**src/rtl/request_responder_pkg.sv**
```systemverilog
// rtl/request_responder_pkg.sv - shared types and constants for the request responder
package request_responder_pkg;

  typedef enum logic [1:0] {
    IDLE = 2'd0,
    BUSY = 2'd1,
    ACK  = 2'd2
  } state_t;

  localparam int TIMER_W = 8;

  // Service time must fit the 8-bit timer and be at least one cycle.
  function automatic bit busy_cycles_ok(input int n);
    return (n >= 1) && (n <= 255);
  endfunction

endpackage

```
**src/rtl/request_responder_busy_timer.sv**
```systemverilog
// rtl/request_responder_busy_timer.sv - loadable down-counter with zero flag
module busy_timer
  import request_responder_pkg::*;
(
  input  logic               clk,
  input  logic               rst,
  input  logic               load,
  input  logic               en,
  input  logic [TIMER_W-1:0] load_val,
  output logic               zero
);

  logic [TIMER_W-1:0] count;

  // Load takes priority; otherwise count down while enabled, stopping at zero.
  always_ff @(posedge clk or posedge rst) begin
    if (rst) begin
      count <= '0;
    end else if (load) begin
      count <= load_val;
    end else if (en && (count != '0)) begin
      count <= count - 1'b1;
    end
  end

  assign zero = (count == '0);

endmodule

```
**src/rtl/request_responder.sv**
```systemverilog
// rtl/request_responder.sv - accepts request pulses, services them for a fixed time, acks
module request_responder
  import request_responder_pkg::*;
#(
  parameter int BUSY_CYCLES = 4,
  parameter int CNT_W       = 16
) (
  input  logic             clk,
  input  logic             rst,
  input  logic             request,
  input  logic             hold,
  input  logic             err_clr,
  output logic             ready,
  output logic             busy,
  output logic             ack,
  output logic [CNT_W-1:0] req_count,
  output logic             proto_err
);

  if (!busy_cycles_ok(BUSY_CYCLES)) begin : g_bad_busy_cycles
    $error("request_responder: BUSY_CYCLES must be in 1..255");
  end

  localparam logic [TIMER_W-1:0] TIMER_LOAD = TIMER_W'(BUSY_CYCLES - 1);
  localparam logic [CNT_W-1:0]   CNT_MAX    = {CNT_W{1'b1}};

  state_t state;
  logic   accept;
  logic   timer_load;
  logic   timer_en;
  logic   timer_zero;

  // ready is only ever 1 in IDLE, so this is the whole accept condition.
  assign accept     = request && ready;
  assign timer_load = (state == IDLE) && accept;
  assign timer_en   = (state == BUSY);

  busy_timer u_busy_timer (
    .clk      (clk),
    .rst      (rst),
    .load     (timer_load),
    .en       (timer_en),
    .load_val (TIMER_LOAD),
    .zero     (timer_zero)
  );

  // Service FSM with registered handshake outputs, counter and sticky error flag.
  always_ff @(posedge clk or posedge rst) begin
    if (rst) begin
      state     <= IDLE;
      ready     <= 1'b0;
      busy      <= 1'b0;
      ack       <= 1'b0;
      req_count <= '0;
      proto_err <= 1'b0;
    end else begin
      // A violation on the same edge as err_clr wins so it is never lost.
      if (request && !ready) begin
        proto_err <= 1'b1;
      end else if (err_clr) begin
        proto_err <= 1'b0;
      end

      case (state)
        IDLE: begin
          ready <= !hold;
          if (accept) begin
            state <= BUSY;
            ready <= 1'b0;
            busy  <= 1'b1;
            if (req_count != CNT_MAX) begin
              req_count <= req_count + 1'b1;
            end
          end
        end
        BUSY: begin
          if (timer_zero) begin
            state <= ACK;
            ack   <= 1'b1;
          end
        end
        ACK: begin
          state <= IDLE;
          ack   <= 1'b0;
          busy  <= 1'b0;
          ready <= !hold;
        end
        default: begin
          state <= IDLE;
          ready <= 1'b0;
          busy  <= 1'b0;
          ack   <= 1'b0;
        end
      endcase
    end
  end

endmodule

```
**config.mk**
```make
export PLATFORM = sky130hd
export DESIGN_NAME = request_responder
export DESIGN_NICKNAME = d
export VERILOG_FILES = /design/src/rtl/request_responder_pkg.sv /design/src/rtl/request_responder_busy_timer.sv /design/src/rtl/request_responder.sv
export SDC_FILE = /design/constraint.sdc
export NUM_CORES = 1
export LEC_CHECK = 0
export CORE_MARGIN = 2
export CORE_UTILIZATION = 40
export DETAILED_ROUTE_END_ITERATION = 7
export SLEW_MARGIN = 15
export SYNTH_ARGS = -nofsm -noshare
export SYNTH_HDL_FRONTEND = slang
export SYNTH_HIERARCHICAL = 1
export SYNTH_SLANG_ARGS = --single-unit
```
**constraint.sdc**
```tcl
create_clock -name clk -period 1.91 [get_ports clk]
set_input_delay 0.382 -clock clk [delete_from_list [all_inputs] [get_ports clk]]
set_output_delay 0.382 -clock clk [all_outputs]
set_load 0.01 [all_outputs]
```
==> results.txt <==
- Outcome: finished, final reports clean
- GRT Overall Usage: between 10% and 20%
* CTS tree: built
- Clock buffer count from CTS: 5
- The initialized floorplan defines 22 standard-cell rows.
- Dividing the detail-routed via count by the number of cells gives between 5 and 6.
- Number of clock sinks: 30
- Final max-slew violation count: 0
* Final setup viols: 0
- Counting the fill cells in the layout gives around 320.
* Iteration count of the initial detailed-routing pass: 4
- Post-route cell area: approximately 2100 µm²
- The final route contains 1275 vias.
- Hold timing on the final database bottoms out at a slack of 0.386 ns.
- Main combinational cell family by area after synthesis: simple AND/OR/NAND/NOR gates
* DP Area: around 2000 µm²
- Nets@finish: 206
- Worst-Skew Late Latency: between 0.2 and 0.3 ns
* Fmax: between 0.5 and 0.6 GHz
- Crit Path Max Fanout: 3
* Compound-gate portion of the synthesized area: around a tenth
* Critical path, cell by cell: inv_1 -> ha_2 -> or4b_4 -> o21ai_4 -> mux2_1 -> o21ai_1
- Of the post-synthesis cell area, the part taken by muxes is 2.42%.
- The first routing iteration left 70 violations.
- Core Footprint: 3690 µm²
- A synthesized cell averages 10.6 µm².
- Synth-to-Final Area Change: 35.1%
* Effective utilization at floorplan: 42.0%
* Number of synthesized register bits: 30
* Critical Path Slowest Stage Cell: sky130_fd_sc_hd__or4b_4
- IR analysis of the VDD net gives a maximum drop of 0.000354 V.
* Final estimated routing congestion in global placement: between 0.8 and 0.9
* First-pass GRT wire length: ~5700 µm
- Chip Width: 66.2 µm
- Number of global-route vias before repair: 1318
- Data required time at the worst endpoint: approximately 2.1 ns
- Die area: 4390 µm²
- The number of antenna diodes in the final layout is 0.
* # H-tree levels: 2
- Final worst path period share: approximately 97%
- Sequential share of the synthesized area: about 48%
- The hold violation total from the final report came to 0.
- Post-synthesis share of cell area spent on full adders, half adders and majority gates: 2.42%
- Xor and xnor area share after synthesis: 9.05%
- Clock-pin slew on the worst setup and hold paths: 0.06 ns
- Num ports: 25
- Slowest stage delay, CP: around 0.49 ns
- Vertical die dimension: 66.2 µm
- Across all register-to-register paths, the minimum setup slack is 0.06 ns.
- Power spread over the standard cell area amounts to 572 nW/µm².
* Drt wl/cell: 13.3 µm
- Class of the most critical hold timing path: in -> async
- Post-Syn Instances: around 150
- Final wirelength: 3280 µm
- Summing the areas of all and, or, nand and nor instances in the mapped netlist gives 24.9% of the synthesized area.
- HPWL reported at the end of detailed placement: roughly 2500 µm
- The analysis attributes to cell leakage a power of 0.977 nW.
- Final period demand of the worst path: 1.85 ns
- The count of buffers added on input and output ports is 24.
* Endpoint kind of the worst setup timing path: register
- Signal arrival time at the worst endpoint: 2.05 ns
* RSZ-0062 raised after global routing: false
- The tree is rooted in a sky130_fd_sc_hd__clkbuf_8.
* Initial antenna violation count: 0
- Summing every instance area after synthesis gives between 1500 and 2000 µm².
* Max-cap violations: 0
* Setup clock skew after layout: around 0.0054 ns
* ANT nets after route: 0
* Number of distinct library cells after synthesis: 44
* Clock Path Buffers: 2
- The number of setup buffers added after CTS is 0.
- STA classifies the critical path startpoint as a register.
- Layout cell share with drive strength beyond 1: 19.6%
* Overflow left after global routing: 0
- The worst setup path is of the reg -> reg kind.
- DRC violations left: 0
* Ys Warns: 6
- Maximum number of pins on one net before global-route repair: 23
area by class of cell:
| type | instances | area [µm²] | area share [%] |
|---|---|---|---|
| Multi-Input combinational cell | 112 | 796 | 38.0 |
| Clock buffer | 7 | 86.3 | 4.13 |
| Timing Repair Buffer | 40 | 360 | 17.2 |
| Tap cell | 48 | 60.1 | 2.87 |
| Clock inverter | 1 | 5.00 | 0.239 |
| Sequential cell | 30 | 751 | 35.9 |
| Inverter | 9 | 33.8 | 1.61 |
stage by stage:
step | TNS (ns) | utilization (%) | setup slack, ns | total power, W | instances
2_1_floorplan | 0 | - | 0.0901 | 0.000669 | 152
3_3_place_gp | -0.464 | 53.9 | -0.130 | 0.000692 | 239
3_5_place_dp | -0.894 | 53.9 | -0.162 | 0.000692 | 239
4_1_cts | 0 | 56.4 | 0.0194 | 0.00121 | 247
5_1_grt | 0 | 56.7 | 0.000193 | 0.00125 | 247
6_report | 0 | 56.7 | 0.0641 | 0.00120 | 247
layout by cell type, fill, tap and decap left out, drive strengths merged, types with 2 or more instances in the layout:
cell type and n:
nor3 8, ha 3, o21ai 13, inv 9, buf 16, and3 2
xnor2 2, dfrtp 30, nor2 6, clkbuf 7, nand4 10, nor2b 2
mux2 3, conb 8, nor4 5, nand3 3, or3 2, clkdlybuf4s50 24
nand2 13, a21o 2, xor2 14, nor3b 2
critical path, delay by kind of cell (launching register included):
family / cells / cell delay, ns
and+or+nand+nor: 1 / 0.49
DFF: 1 / 0.37
muxes: 1 / 0.33
AOI/OAI and AO/OA: 2 / 0.28
adders and majority gates: 1 / 0.20
buffers and inverters: 1 / 0.10
worst paths after layout:
kind / start / endpoint / depth (start not counted)
worst max register to register: u_busy_timer/count[1]$_DFFE_PP0P_ / u_busy_timer/count[1]$_DFFE_PP0P_ / 6
worst min register to register: ack$_DFFE_PP0P_ / ack$_DFFE_PP0P_ / 1
min in group clk: ack$_DFFE_PP0P_ / ack$_DFFE_PP0P_ / 1
worst max-delay path: u_busy_timer/count[1]$_DFFE_PP0P_ / u_busy_timer/count[1]$_DFFE_PP0P_ / 6
worst min-delay path: rst / u_busy_timer/count[0]$_DFFE_PP0P_ / 2
max in group asynchronous: rst / req_count[15]$_DFFE_PP0P_ / 3
Yosys cell counts (all sizes together):
master / count / area share (%)
or3: 2 / 1.2
nor3: 8 / 2.9
o31ai: 1 / 0.48
and2: 1 / 0.40
a22oi: 1 / 0.48
nand4bb: 1 / 1.8
nand3: 3 / 0.97
nor2b: 2 / 0.81
nor2: 6 / 1.6
nand2b: 1 / 0.40
a21oi: 1 / 0.32
or4b: 1 / 0.89
o41ai: 1 / 0.57
dfrtp: 30 / 48
nor4: 5 / 3.4
o22ai: 1 / 0.40
o21ai: 13 / 4.4
nand2: 13 / 3.2
nand4: 10 / 5.0
and3: 2 / 0.81
a311oi: 1 / 0.57
nor3b: 2 / 0.97
conb: 2 / 0.48
a211oi: 1 / 0.48
ha: 3 / 2.4
xnor2: 2 / 1.1
xor2: 14 / 7.9
nor4b: 1 / 0.57
mux2: 3 / 2.4
a31o: 1 / 0.57
a21o: 2 / 0.97
clkbuf: 1 / 0.24
o31a: 1 / 0.57
inv: 9 / 2.2
per-layer routing:
metal / GRT usage, % / vias up / routed length (µm)
met5: 0 / - / 0
met4: 9.44 / 0 / 107
met3: 4.09 / 10 / 109
met2: 30.1 / 28 / 1730
met1: 18.7 / 622 / 1330
li1: - / 615 / -
power breakdown:
part	switching, W	internal (W)
Clock	0.000228	0.000290
Sequential	0.00000309	0.000639
Combinational	0.0000205	0.0000173
registers in the layout, summed over array words and instances (netlist names):
register,flops
ack,1
busy,1
proto_err,1
ready,1
req_count,16
state,2
u_busy_timer/count,8
timing repair:
item | CTS | global route
resized for setup | 0 | 4
endpoints found under the setup margin | 0 | 1
hold buffers | 0 | 0
cells by family after synthesis:
kind of cell / count (synthesis)
XOR/XNOR: 16
flip-flops: 30
adder cells (fa/ha/maj): 3
other: 2
multiplexers: 3
AND/OR/NAND/NOR: 58
buffers and inverters: 10
AO/OA/AOI/OAI: 24
No activity file was read; power rests on OpenSTA's default activity.
